### src/rtl/seq_detect_pkg.sv
// Shared types and helpers for the serial sequence detector.
//   state_t    : controller FSM state encoding (IDLE, ARMED, DONE)
//   DEF_PAT_W  : default maximum pattern length in bits
//   DEF_CNT_W  : default match counter / limit width
//   clamp_len  : maps a requested length onto 1..pat_w
package seq_detect_pkg;

  typedef enum logic [1:0] {
    IDLE  = 2'd0,
    ARMED = 2'd1,
    DONE  = 2'd2
  } state_t;

  localparam int DEF_PAT_W = 8;
  localparam int DEF_CNT_W = 8;

  // Length 0 would compare nothing, so it behaves as a 1-bit pattern.
  function automatic int clamp_len(input int len, input int pat_w);
    if (len == 0)     return 1;
    if (len > pat_w)  return pat_w;
    return len;
  endfunction

endpackage

### src/rtl/seq_match_core.sv
// History shift register, fill counter and pattern compare.
// Ports:
//   clk, rst  : clock, synchronous active-high reset
//   clr       : clears history and fill (arm)
//   shift_en  : accept bit i this cycle
//   i         : serial data bit, enters history bit 0
//   pattern   : latched pattern, bit len-1 is the oldest bit
//   len       : latched, already clamped length (1..PAT_W)
//   hit       : combinational; the bit being shifted in completes a match
// Macro SEQ_DETECT_OVERLAP_EN: keep fill after a hit so overlapping
// matches are found; otherwise fill restarts at 0 after a hit.
module seq_match_core
  import seq_detect_pkg::*;
#(
  parameter  int PAT_W = DEF_PAT_W,
  localparam int LW    = $clog2(PAT_W) + 1
) (
  input  logic             clk,
  input  logic             rst,
  input  logic             clr,
  input  logic             shift_en,
  input  logic             i,
  input  logic [PAT_W-1:0] pattern,
  input  logic [LW-1:0]    len,
  output logic             hit
);

  logic [PAT_W-1:0] hist, hist_nxt, mask;
  logic [LW-1:0]    fill, fill_nxt;

  // Compare against the post-shift history so the pulse follows the
  // completing bit by exactly one register stage.
  always_comb begin
    hist_nxt = {hist[PAT_W-2:0], i};
    fill_nxt = (fill == LW'(PAT_W)) ? fill : fill + LW'(1);
    mask     = '0;
    for (int k = 0; k < PAT_W; k++)
      mask[k] = (k < int'(len));
    hit = shift_en && ((hist_nxt & mask) == (pattern & mask)) && (fill_nxt >= len);
  end

  always_ff @(posedge clk) begin
    if (rst || clr) begin
      hist <= '0;
      fill <= '0;
    end else if (shift_en) begin
      hist <= hist_nxt;
`ifdef SEQ_DETECT_OVERLAP_EN
      fill <= fill_nxt;
`else
      fill <= hit ? '0 : fill_nxt;
`endif
    end
  end

endmodule

### src/rtl/seq_detect_ctrl.sv
// Serial sequence detector controller: IDLE/ARMED/DONE FSM, config
// latch, match counter with optional limit, and a single-entry event
// register with valid/ready handshake and sticky overflow.
// Ports:
//   clk, rst            : clock, synchronous active-high reset
//   i, i_valid          : serial data bit and its qualifier
//   cfg_we, cfg_pattern, cfg_len, cfg_limit : config write (IDLE only)
//   arm, disarm         : start detection / abort to IDLE (disarm wins)
//   evt_ready           : consumer accepts the pending event
//   out                 : one-cycle match pulse
//   busy, done          : state is ARMED / DONE
//   match_count         : matches since last arm, saturating
//   evt_valid, evt_count: pending event and its captured count
//   overflow            : sticky, an event was dropped
//   cfg_err             : one-cycle pulse, cfg_we rejected
// Macro SEQ_DETECT_OVERLAP_EN (in seq_match_core): overlapping matches.
module seq_detect_ctrl
  import seq_detect_pkg::*;
#(
  parameter  int PAT_W = DEF_PAT_W,
  parameter  int CNT_W = DEF_CNT_W,
  localparam int LW    = $clog2(PAT_W) + 1
) (
  input  logic             clk,
  input  logic             rst,
  input  logic             i,
  input  logic             i_valid,
  input  logic             cfg_we,
  input  logic [PAT_W-1:0] cfg_pattern,
  input  logic [LW-1:0]    cfg_len,
  input  logic [CNT_W-1:0] cfg_limit,
  input  logic             arm,
  input  logic             disarm,
  input  logic             evt_ready,
  output logic             out,
  output logic             busy,
  output logic             done,
  output logic [CNT_W-1:0] match_count,
  output logic             evt_valid,
  output logic [CNT_W-1:0] evt_count,
  output logic             overflow,
  output logic             cfg_err
);

  state_t           state;
  logic [PAT_W-1:0] pattern;
  logic [LW-1:0]    len;
  logic [CNT_W-1:0] limit;
  logic [CNT_W-1:0] cnt_inc;
  logic             arm_go, shift_en, hit;

  // arm only takes effect from IDLE/DONE; disarm suppresses both arm and
  // shifting so an aborting cycle never produces a pulse.
  assign arm_go   = arm && !disarm && (state != ARMED);
  assign shift_en = i_valid && (state == ARMED) && !disarm;
  assign cnt_inc  = (match_count == '1) ? match_count : match_count + CNT_W'(1);
  assign busy     = (state == ARMED);
  assign done     = (state == DONE);

  seq_match_core #(.PAT_W(PAT_W)) u_core (
    .clk      (clk),
    .rst      (rst),
    .clr      (arm_go),
    .shift_en (shift_en),
    .i        (i),
    .pattern  (pattern),
    .len      (len),
    .hit      (hit)
  );

  always_ff @(posedge clk) begin
    if (rst) begin
      state       <= IDLE;
      pattern     <= '0;
      len         <= LW'(1);
      limit       <= '0;
      out         <= 1'b0;
      match_count <= '0;
      evt_valid   <= 1'b0;
      evt_count   <= '0;
      overflow    <= 1'b0;
      cfg_err     <= 1'b0;
    end else begin
      out     <= 1'b0;
      cfg_err <= 1'b0;

      if (evt_valid && evt_ready)
        evt_valid <= 1'b0;

      if (cfg_we) begin
        if (state == IDLE) begin
          pattern <= cfg_pattern;
          len     <= LW'(clamp_len(int'(cfg_len), PAT_W));
          limit   <= cfg_limit;
        end else begin
          cfg_err <= 1'b1;
        end
      end

      if (disarm) begin
        state <= IDLE;
      end else if (arm_go) begin
        state       <= ARMED;
        match_count <= '0;
        overflow    <= 1'b0;
        evt_valid   <= 1'b0;
      end else if (hit) begin
        out         <= 1'b1;
        match_count <= cnt_inc;
        // A slot freed by this cycle's handshake can take the new event.
        if (!evt_valid || evt_ready) begin
          evt_valid <= 1'b1;
          evt_count <= cnt_inc;
        end else begin
          overflow <= 1'b1;
        end
        if ((limit != '0) && (cnt_inc == limit))
          state <= DONE;
      end
    end
  end

endmodule

### config.mk
export PLATFORM = sky130hd
export DESIGN_NAME = seq_detect_ctrl
export DESIGN_NICKNAME = d
export VERILOG_FILES = /design/src/rtl/seq_detect_pkg.sv /design/src/rtl/seq_match_core.sv /design/src/rtl/seq_detect_ctrl.sv
export SDC_FILE = /design/constraint.sdc
export NUM_CORES = 1
export LEC_CHECK = 0
export CORE_ASPECT_RATIO = 1.1
export CORE_UTILIZATION = 50
export DETAILED_ROUTE_END_ITERATION = 7
export PLACE_DENSITY = 0.77
export SYNTH_ARGS = -nofsm -noshare
export SYNTH_HDL_FRONTEND = slang
export SYNTH_SLANG_ARGS = --single-unit
export TNS_END_PERCENT = 20
### constraint.sdc
create_clock -name clk -period 6.5 [get_ports clk]
set_input_delay 1.3 -clock clk [delete_from_list [all_inputs] [get_ports clk]]
set_output_delay 1.3 -clock clk [all_outputs]
set_load 0.01 [all_outputs]
## Word-level counts from Yosys, hierarchy flattened

Index checks and enable logic that the tools add are counted.

| operators by class | value |
|---|---|
| add/subtract/negate cells | 2 |
| multiply operators | 0 |
| divide/modulo/power cells | 0 |
| order comparisons | 10 |
| equality and inequality tests | 8 |
| shifts and indexed selects | 0 |
| multiplexer cells | 31 |
| bitwise gates (word level) | 5 |
| reduce and logical (&&, ||, !) cells | 26 |

Operators by type and width:

| kind | count |
|---|---|
| $mux W8 | 3 |
| $mux W1 | 23 |
| $mux W4 | 5 |
| $and A8 B8 Y8 | 2 |
| $eq A8 B8 Y1 | 2 |
| $lt A3 B4 Y1 const A | 4 |
| $add A8 B1 Y8 const B | 1 |
| $eq A8 B8 Y1 const B | 1 |
| $logic_and A1 B1 Y1 | 8 |
| $lt A1 B4 Y1 const A | 2 |
| $lt A2 B4 Y1 const A | 2 |
| $reduce_and A2 Y1 | 4 |
| $reduce_bool A8 Y1 | 1 |
| $add A4 B1 Y4 const B | 1 |
| $eq A4 B4 Y1 const B | 1 |
| $ge A4 B4 Y1 | 1 |
| $gt A4 B4 Y1 const B | 1 |
| $logic_not A4 Y1 | 1 |
| $ne A2 B1 Y1 const B | 2 |
| $reduce_and A4 Y1 | 1 |
| $reduce_bool A2 Y1 | 2 |
| $reduce_or A2 Y1 | 2 |
| $not A1 Y1 | 3 |
| $reduce_and A3 Y1 | 1 |
| 6 further kinds | 8 |

| word-level totals | value |
|---|---|
| register bits after elaboration | 53 |
| latch bits | 0 |
| RAM bits | 0 |
| memory bits (read-only) | 0 |
| input bits | 28 |
| memories | 0 |

## Logic depth before layout (Yosys ltp)

Gate-level depths: netlist of run 1.

| depth | value |
|---|---|
| depth in word-level cells | 11 |
| depth in mapped cells | 14 |

## By module

From an unflattened synthesis of run 1, not the netlist that was laid out.

| second synthesis, totals | value |
|---|---|
| cells, all modules | 322 |
| area, all modules | 2,665.1 sq um |

By module, submodules not included:

| module | instances | cells each | area an instance (sq um) | sequential area each (sq um) |
|---|---|---|---|---|
| seq_detect_ctrl | 1 | 235 | 1,905.6 | 840.8 |
| seq_match_core | 1 | 87 | 759.5 | 220.2 |

## Least setup slack after synthesis of run 1

No wires, ideal clock.

| timing path | value |
|---|---|
| path type | input to register |
| start | in i |
| end | reg match_count[5] |
| data arrival time | 2.685 ns |
| required time | 6.430 ns |
| slack | 3.745 ns |
| stages on the path | 7 |
| path buffers | 0 |
| cells stage by stage | xnor2_1 > a21oi_1 > a2111oi_2 > o221a_2 > nand2_2 > or4_1 > a21oi_1 |

| between the ends | value |
|---|---|
| cells in the longest elaborated chain, start to end | 6 |

RTL lines:

| item | RTL line | text |
|---|---|---|
| from (decl) | seq_detect_ctrl.sv:26 | `input logic i,` |
| $and A8 B8 Y8 | seq_match_core.sv:39 | `hit = shift_en && ((hist_nxt & mask) == (pattern & mask)) && (fill_nxt >= len);` |
| $eq A8 B8 Y1 | seq_match_core.sv:39 |  |
| $logic_and A1 B1 Y1 (2 in a row) | seq_match_core.sv:39 |  |
| $reduce_bool A2 Y1 (no line) | - |  |
| $reduce_and A2 Y1 (no line) | - |  |
| to (signal assigned) | seq_detect_ctrl.sv:109 | `match_count <= cnt_inc;` |
| to (decl) | seq_detect_ctrl.sv:38 | `output logic [CNT_W-1:0] match_count,` |

No other way between the ends.
A chain may end at the register's enable or synchronous reset.

## Worst setup path in the final report of run 1

| timing path | value |
|---|---|
| start | in disarm |
| end | reg evt_count[2] |

| between the ends | value |
|---|---|
| cells in the longest elaborated chain, start to end | 5 |
| elaborated cells between the ends (all ways) | 9 |
| classes of those cells | 2 x bitwise; 7 x reduce/logical |

RTL lines:

| item | RTL line | text |
|---|---|---|
| from (decl) | seq_detect_ctrl.sv:33 | `input logic disarm,` |
| $logic_not A1 Y1 | seq_detect_ctrl.sv:54, seq_detect_ctrl.sv:55 |  |
| $logic_and A1 B1 Y1 (on tied branches) | seq_detect_ctrl.sv:55, seq_detect_ctrl.sv:54 |  |
| $logic_and A1 B1 Y1 (on tied branches) | seq_match_core.sv:39, seq_detect_ctrl.sv:54 |  |
| $logic_and A1 B1 Y1 or $not A1 Y1 (tied branches) | - |  |
| $reduce_and A4 Y1 (no line) (*) | - |  |
| to (signal assigned) | seq_detect_ctrl.sv:113 | `evt_count <= cnt_inc;` |
| to (decl) | seq_detect_ctrl.sv:40 | `output logic [CNT_W-1:0] evt_count,` |

Mark *: on every way between the ends. The rest lies on a longest branch, timed or not.

==> run summary, run 1 <==
The flow ran to the end, and the final reports show no timing, DRC or antenna violations. The non-filler instance count after layout is 442. The post-synthesis average cell area came out at 7.68 um2. The clock-pin slew on the worst setup and hold paths is 0.10 ns. Pin placement for this block handled 50 I/O pins. The fraction of synthesis flops using an asynchronous set or reset pin is 0%. Setup repair after global routing left no endpoint under its margin.

The detailed-route via count came out at 2465. The ratio of cells with drive above 1 in the final layout came out at 3.65%. The count of unresolved DRC violations after routing is 0.

Synthesis instantiated 47 different standard cells from the library. The largest clock skew in the final design is 0.0114 ns. The number of slew-limit violations in the final report is 0. The critical path is of the in2reg type. The total number of yosys warnings came out at 0. The post-synth net total came out at 380. The number of setup violations in the final report is 0. Leaving out fill and tap cells, the most frequent cell in the layout is sky130_fd_sc_hd__nand2_1.

In this run the static leakage power is 1.15 nW. The number of instances resized during post-cts repair came out at 0. After global routing the overflow that remains totals 0. Counting the fill cells in the layout gives 462. The H-tree depth reported by CTS is 2. The worst supply voltage drop on vdd came out at 0.131 mV. TritonCTS built the clock tree. The die covers 5600 um2.

The pin slew with the least headroom to its limit is 0.618 ns. The number of global-route vias before repair came out at 2320. The area occupied by registers is 1060 um2. The worst path uses 56.9% of the clock period.

The placed cell area came out at 3150 um2. The number of clock sinks is 53. Adding up every negative setup slack in the final design gives 0 ns. The instance count after placement with tap cells included is 434. The endpoint arrival time on the critical path is 3.95 ns. The routability-driven placement congestion ratio came out at 0.902.

The sequential cell area fraction in the yosys report is 40.0%. Once layout is done, the placed cells without fillers occupy 3280 um2. OpenSTA, run right after detailed placement, puts the worst setup slack at 2.49 ns. For this run, the top clock speed supported by timing is 0.270 GHz.

The final worst slack is 2.80 ns. The total count of hold-check failures in the final report is 0. Once the clock tree was built, the setup fixing pass inserted 0 buffers.

The net count reported at finish came out at 418. STA classifies the critical path startpoint as an input port. The summed instance area of the synthesized netlist came out at 2650 um2. The first global-routing pass estimated 10300 um of wire.

In this design, the stage delay of the slowest critical-path cell is 0.52 ns. The number of synthesized flops with an enable pin is 0. The final HPWL from detailed placement is 4350 um. 0 antenna diodes ended up in the layout. The number of buffers added on ports is 49.

The core footprint came out at 5070 um2. The multiplexer share of the synthesized area is 1.89%. The slowest stage of the critical path is the sky130_fd_sc_hd__or3_1 cell. The count of nets left with antenna violations after detail routing is 0.

The tightest slew margin relative to the limit is 58.7%. The area fraction in compound gates after synthesis came out at 18.0%. The signal on the critical path passes through clkdlybuf4s50_1, nand3b_1, a2111oi_2, o221a_2, nand3_1, or3_1, a21oi_1. The effective utilization at floorplan is 52.3%. The number of optimization iterations in the first detailed-route pass came out at 4.

The power density of the placed cells came out at 203 nW/um2. The xor/xnor cell area share of the yosys netlist came out at 5.29%. The maximum number of pins on one net before global-route repair came out at 34. The instance count of the mapped netlist is 345. The number of buffers and inverters on the critical path is 1. The top cell family by delay on the critical path is simple AND/OR/NAND/NOR gates. Counting along the longest clock path gives a buffer depth of 2. Hold repair after CTS inserted 0 buffers. The biggest fanout along the worst timing path came out at 13. The simple-gate portion of the synthesized area is 27.3%. The most used flip-flop cell after synthesis is sky130_fd_sc_hd__dfxtp_1. Clock tree synthesis selected as its root buffer the cell sky130_fd_sc_hd__clkbuf_8.

The floorplan has 27 rows. The total chip power came out at 0.665 mW. The number of DRC markers in iteration 0 came out at 147. The type of the most critical hold path is reg2reg. Global routing consumed, over all layers together, 23.3% of the routing resources. The average wire per cell in the routed design came out at 13.5 um. After synthesis, the largest family of logic cells by area is simple AND/OR/NAND/NOR gates. The worst endpoint required time is 6.75 ns. The die span in y is 78.4 um. The number of antenna violations at the first check in global routing came out at 0. The die width is 71.4 um. The flip-flop and latch count after synthesis is 53.

The via density per instance is 5.58. The clock latency on the worst-skew pair came out at 0.31 ns. The tool flagged a number of max-cap violations equal to 0. The layout overhead on the synthesized area came out at 23.7%.

The worst setup path is captured at a flop. The fraction of the mapped netlist area in adder cells came out at 3.30%. The final critical path time including I/O delays and setup is 3.70 ns.

The detailed-route wire length is 5970 um. In the layout the commonest cells are sky130_fd_sc_hd__nand2_1, sky130_fd_sc_hd__dfxtp_1, sky130_fd_sc_hd__clkdlybuf4s50_1. The area of the multi-input gates is 1480 um2. The number of buffers added by the clock tree synthesis step is 5.
## Yosys cell counts, drive strengths merged (2+ instances only)
master	n	area (um2)
nor2	27	101
buf	5	23.8
nand3	11	55.1
xnor2	11	96.3
mux2i	5	50.1
a2111oi	2	23.8
and3	2	12.5
o31ai	3	22.5
a21oi	47	235
inv	9	33.8
nand2b	4	25.0
nor2b	2	12.5
and2	4	25.0
or2	2	12.5
nor3	9	50.1
clkbuf	14	52.6
o211ai	2	15.0
or3	4	25.0
o21ai	14	70.1
nor4	4	25.0
xor2	5	43.8
nand2	71	269
nand4	3	18.8
dfxtp	53	1060
o32a	2	20.0
o221a	2	22.5
ha	7	87.6
nand3b	6	45.0
or4	2	15.0
a31oi	2	12.5
a311oi	2	17.5
## per-layer routing
layer / part of all wire [%] / wire (um) / up-vias / global-route usage [%]
met3: 4.2 / 251 / 11 / 4.24
met5: 0 / 0 / - / 0
met1: 45 / 2680 / 1106 / 28.4
met2: 49 / 2920 / 78 / 40.8
met4: 1.9 / 116 / 0 / 8.60
li1: - / - / 1270 / -
## worst min-delay path, stage by stage (launching register included)
cell and delay, ns:
sky130_fd_sc_hd__dfxtp_1 0.32, sky130_fd_sc_hd__nand2_1 0.05, sky130_fd_sc_hd__a21oi_1 0.05
## sequential cells by signal, summed over array words and instances (netlist names)
name and count:
cfg_err 1, evt_count 8, evt_valid 1, len 4, limit 8, match_count 8
out 1, overflow 1, pattern 8, state 2, u_core.fill 4, u_core.hist 7
## stage by stage
stage,util (%),hold WS [ns]
after floorplan,-,0.446
after global placement,62.1,0.441
after detailed placement,62.1,0.447
after CTS,64.7,0.461
after global routing,64.7,0.483
final,64.7,0.457
## where the power goes
part	internal, mW	leakage [nW]	switching, mW	total, mW
Combinational	0.0324	0.654	0.0306	0.0630
Sequential	0.332	0.431	0.00859	0.341
Clock	0.153	0.0681	0.108	0.261
Total	0.518	1.15	0.147	0.665
## cell families after synthesis
group / after synthesis
simple gates: 155
fa+ha+maj: 7
buf+inv: 28
compound gates: 81
flops: 53
mux: 5
xor+xnor: 16
## worst paths after layout
path                                             endpoint  slack, ns                         from  depth (start not counted)
worst max-delay path            evt_count[2]$_SDFFE_PP0P_       2.80                       disarm                          7
worst min-delay path            evt_count[7]$_SDFFE_PP0P_       0.46    evt_count[7]$_SDFFE_PP0P_                          2
worst max register to register  evt_count[2]$_SDFFE_PP0P_       3.62  u_core.fill[0]$_SDFFE_PP0P_                         12
worst min register to register  evt_count[7]$_SDFFE_PP0P_       0.46    evt_count[7]$_SDFFE_PP0P_                          2
## area by class of cell
class	count	share of cell area, %
flip-flops and latches	53	32.4
clock inverters	3	1.98
repair buffers	50	15.2
well taps	58	2.21
clock buffers	5	2.10
multi-input cells	264	45.1
inverters	9	1.03
Note: power is estimated with default switching activity, not from simulation.
==> run 2: changes to the inputs <==
CORE_UTILIZATION = 47   (was 50)
PLACE_DENSITY = 0.76   (was 0.77)
clock period = 3.3 ns   (was 6.5 ns; I/O delays follow)
==> run 2 against run 1 <==
Net effect: non-clock buffer count up 2; clock power up 75%; sequential power up 97%; final area up 0.57%; combinational power up 98%; global-route usage about the same; clock-buffer cell count up 2; wire length up 6.6%; first-iteration DRC count up 8.2%; largest cell class unchanged; largest power group unchanged.
==> run summary, run 2 (same netlist as run 1, synthesis figures left out) <==
The run finished with clean final reports. The count of nets left with antenna violations after detail routing came out at 0 (unchanged). The number of max-cap violations is 0 (unchanged). The met2 wirelength from detailed routing is 3150 um (+7.7%). The tightest slew margin relative to the limit came to 58.6% (-0.072 points). The worst supply voltage drop on vdd came out at 0.293 mV (+120%). The global-route wire length before repair is 10700 um (+3.5%).

The ratio of cells with drive above 1 in the final layout is 3.89% (+0.24 points). The final HPWL from detailed placement is 4630 um (+6.5%). The number of slew-limit violations in the final report came out at 0 (unchanged). The sum of negative setup slack came to 0 ns (unchanged). The detailed-route wire length came out at 6360 um (+6.6%). The number of optimization iterations in the first detailed-route pass is 5 (+1). The number of hold buffers added after cts is 0 (unchanged). Dividing the final minimum period by the clock period gives 82.6%. The final worst slack was 0.575 ns (-2.23 ns). The number of clock sinks came out at 53 (unchanged). In this run the top signal layer used is met4. The cell row count came out at 28 (+3.7%). The routability-driven placement congestion ratio is 0.897 (-0.59%).

The number of antenna violations at the first check in global routing is 0 (unchanged). The count of fill cells added during filler insertion was 552 (+19%). The critical path is of the reg2reg type.

The cell type of the slowest stage on the worst timing path is sky130_fd_sc_hd__dfxtp_1. The clock-pin slew on the worst setup and hold paths was 0.10 ns (about the same). The endpoint arrival time on the critical path is 2.92 ns (-1.03 ns).

The detailed-route via count came out at 2494 (+1.2%). The count of unresolved DRC violations after routing came out at 0 (unchanged). The number of global-route vias before repair is 2319 (-0.043%). The maximum number of pins on one net before global-route repair is 33 (-2.9%). The via density per instance came out at 5.41 (-3.0%). The number of buffers added on ports came out at 49 (unchanged).

The H-tree depth reported by CTS came out at 2 (unchanged). The worst-case clock buffer depth came out at 2 (unchanged). The net count reported at finish came out at 420 (+0.48%). Setup repair after global routing left no endpoint under its margin. The layout overhead on the synthesized area came out at 24.4%. The clock latency on the worst-skew pair is 0.31 ns (about the same). The number of instances resized during post-cts repair came out at 0 (unchanged).

The total count of hold-check failures in the final report is 0 (unchanged). The effective utilization at floorplan came out at 49.1% (-3.2 points). The standby leakage power is 1.15 nW (-0.11%). The number of I/O pins is 50 (unchanged). The average wire per cell in the routed design came out at 13.8 um (+2.2%). The worst stage delay on the critical path is 0.42 ns (-0.10 ns). The biggest fanout along the worst timing path is 8 (-5). The wire length the detailed router placed on met1 is 2780 um (+3.8%).

The number of buffers added by the clock tree synthesis step is 5 (unchanged). The die width came to 73.6 um (+3.1%). The pin slew with the least headroom to its limit was 0.619 ns (+0.00108 ns).

The die span in y is 80.8 um (+3.1%). The number of DRC markers in iteration 0 is 159 (+8.2%). For this run, the top clock speed supported by timing is 0.367 GHz. The largest clock skew in the final design came to 0.0103 ns (-0.00114 ns). The path class of the tightest hold or removal check is reg2reg. The number of antenna diodes was 0 (unchanged). The worst endpoint required time is 3.50 ns (-3.25 ns). The number of buffers added for setup after CTS is 0 (unchanged). The most used cell along the critical path is sky130_fd_sc_hd__nor2_1.

The core footprint came to 5400 um2 (+6.5%). Leaving out fill and tap cells, the most frequent cell in the layout is sky130_fd_sc_hd__nand2_1. The detailed route wirelength on metal3 came out at 330 um (+31%).

The number of setup violations in the final report came out at 0 (unchanged). Counting I/O delays and the setup requirement, the final critical path takes 2.72 ns. The global-route usage over all layers came out at 23.3% (-0.027 points). The startpoint class of the critical path is a flop. Traced cell by cell, the critical path runs through inv_1, ha_1, nand2_1, nor2_1, nor2_1, ha_1, o21ai_0, a21oi_1, o221a_2, nand3_1, buf_4, mux2i_1, nor2_1. The library cells used most frequently in the layout, excluding fill and tap cells, are sky130_fd_sc_hd__nand2_1, sky130_fd_sc_hd__dfxtp_1, sky130_fd_sc_hd__clkdlybuf4s50_1. In this run the clock root is driven by a sky130_fd_sc_hd__clkbuf_8. The post-placement worst setup slack came out at 0.436 ns (-2.05 ns). The area of the die came out at 5950 um2 (+6.2%). The worst setup slack for register-to-register paths came out at 0.58 ns (-3.04 ns).

The aggregate global routing overflow is 0 (unchanged). The power density of the placed cells is 381 nW/um2 (+88%). The TritonCTS clock tree is done. The sort of element at the end of the critical path is a flop.
run 2: cell count changes in the layout (fill, tap and decap cells not counted):
cell	change
sky130_fd_sc_hd__buf_4	+2
sky130_fd_sc_hd__bufinv_16	-1
sky130_fd_sc_hd__clkbuf_1	+1
sky130_fd_sc_hd__clkbuf_8	+1
sky130_fd_sc_hd__clkinv_2	-1
run 2: stage by stage:
step / power [mW] / instances / instance area, um2 / hold slack [ns] / utilization [%]
finish: 1.26 / 461 / 3300 / 0.459 / 61.1
floorplan: 0.755 / 345 / 2650 / 0.446 / -
CTS: 1.27 / 461 / 3300 / 0.467 / 61.1
global placement: 0.810 / 453 / 3180 / 0.443 / 59.0
detailed placement: 0.812 / 453 / 3180 / 0.452 / 59.0
global route: 1.31 / 461 / 3300 / 0.496 / 61.1
run 2: path summary, 6_finish.rpt:
kind,from,end,cells past startpoint
setup / recovery,u_core.fill[0]$_SDFFE_PP0P_,evt_count[1]$_SDFFE_PP0P_,13
hold / removal,evt_count[7]$_SDFFE_PP0P_,evt_count[7]$_SDFFE_PP0P_,2
hold reg to reg,evt_count[7]$_SDFFE_PP0P_,evt_count[7]$_SDFFE_PP0P_,2
setup reg to reg,u_core.fill[0]$_SDFFE_PP0P_,evt_count[1]$_SDFFE_PP0P_,13
run 2: power breakdown:
| part | switching, mW | internal [mW] | total, mW |
|---|---|---|---|
| combinational | 0.0610 | 0.0644 | 0.125 |
| clock | 0.211 | 0.248 | 0.458 |
| sequential | 0.0175 | 0.655 | 0.672 |
run 2: final cells by class:
class / count / area [um2] / area share, %
clock buffer: 7 / 86.3 / 2.62
clock inverter: 1 / 30.0 / 0.910
inverter: 9 / 33.8 / 1.02
multi-input combinational: 264 / 1480 / 44.9
sequential: 53 / 1060 / 32.2
tap: 75 / 93.8 / 2.85
timing repair buffer: 52 / 513 / 15.6
run 2: worst max-delay path, delay by kind of cell, from the launching register on:
kind,cells,cell delay (ns)
adder cells (fa/ha/maj),2,0.46
flip-flops,1,0.42
AND/OR/NAND/NOR,5,0.62
AO/OA/AOI/OAI,3,0.59
buffers and inverters,2,0.34
multiplexers,1,0.19
run 2: per-layer routing:
layer  GRT usage (%)  up-vias
met5               0        -
met4            8.65        0
met3            3.85        8
met2            40.8       69
met1            28.5     1143
li1                -     1274
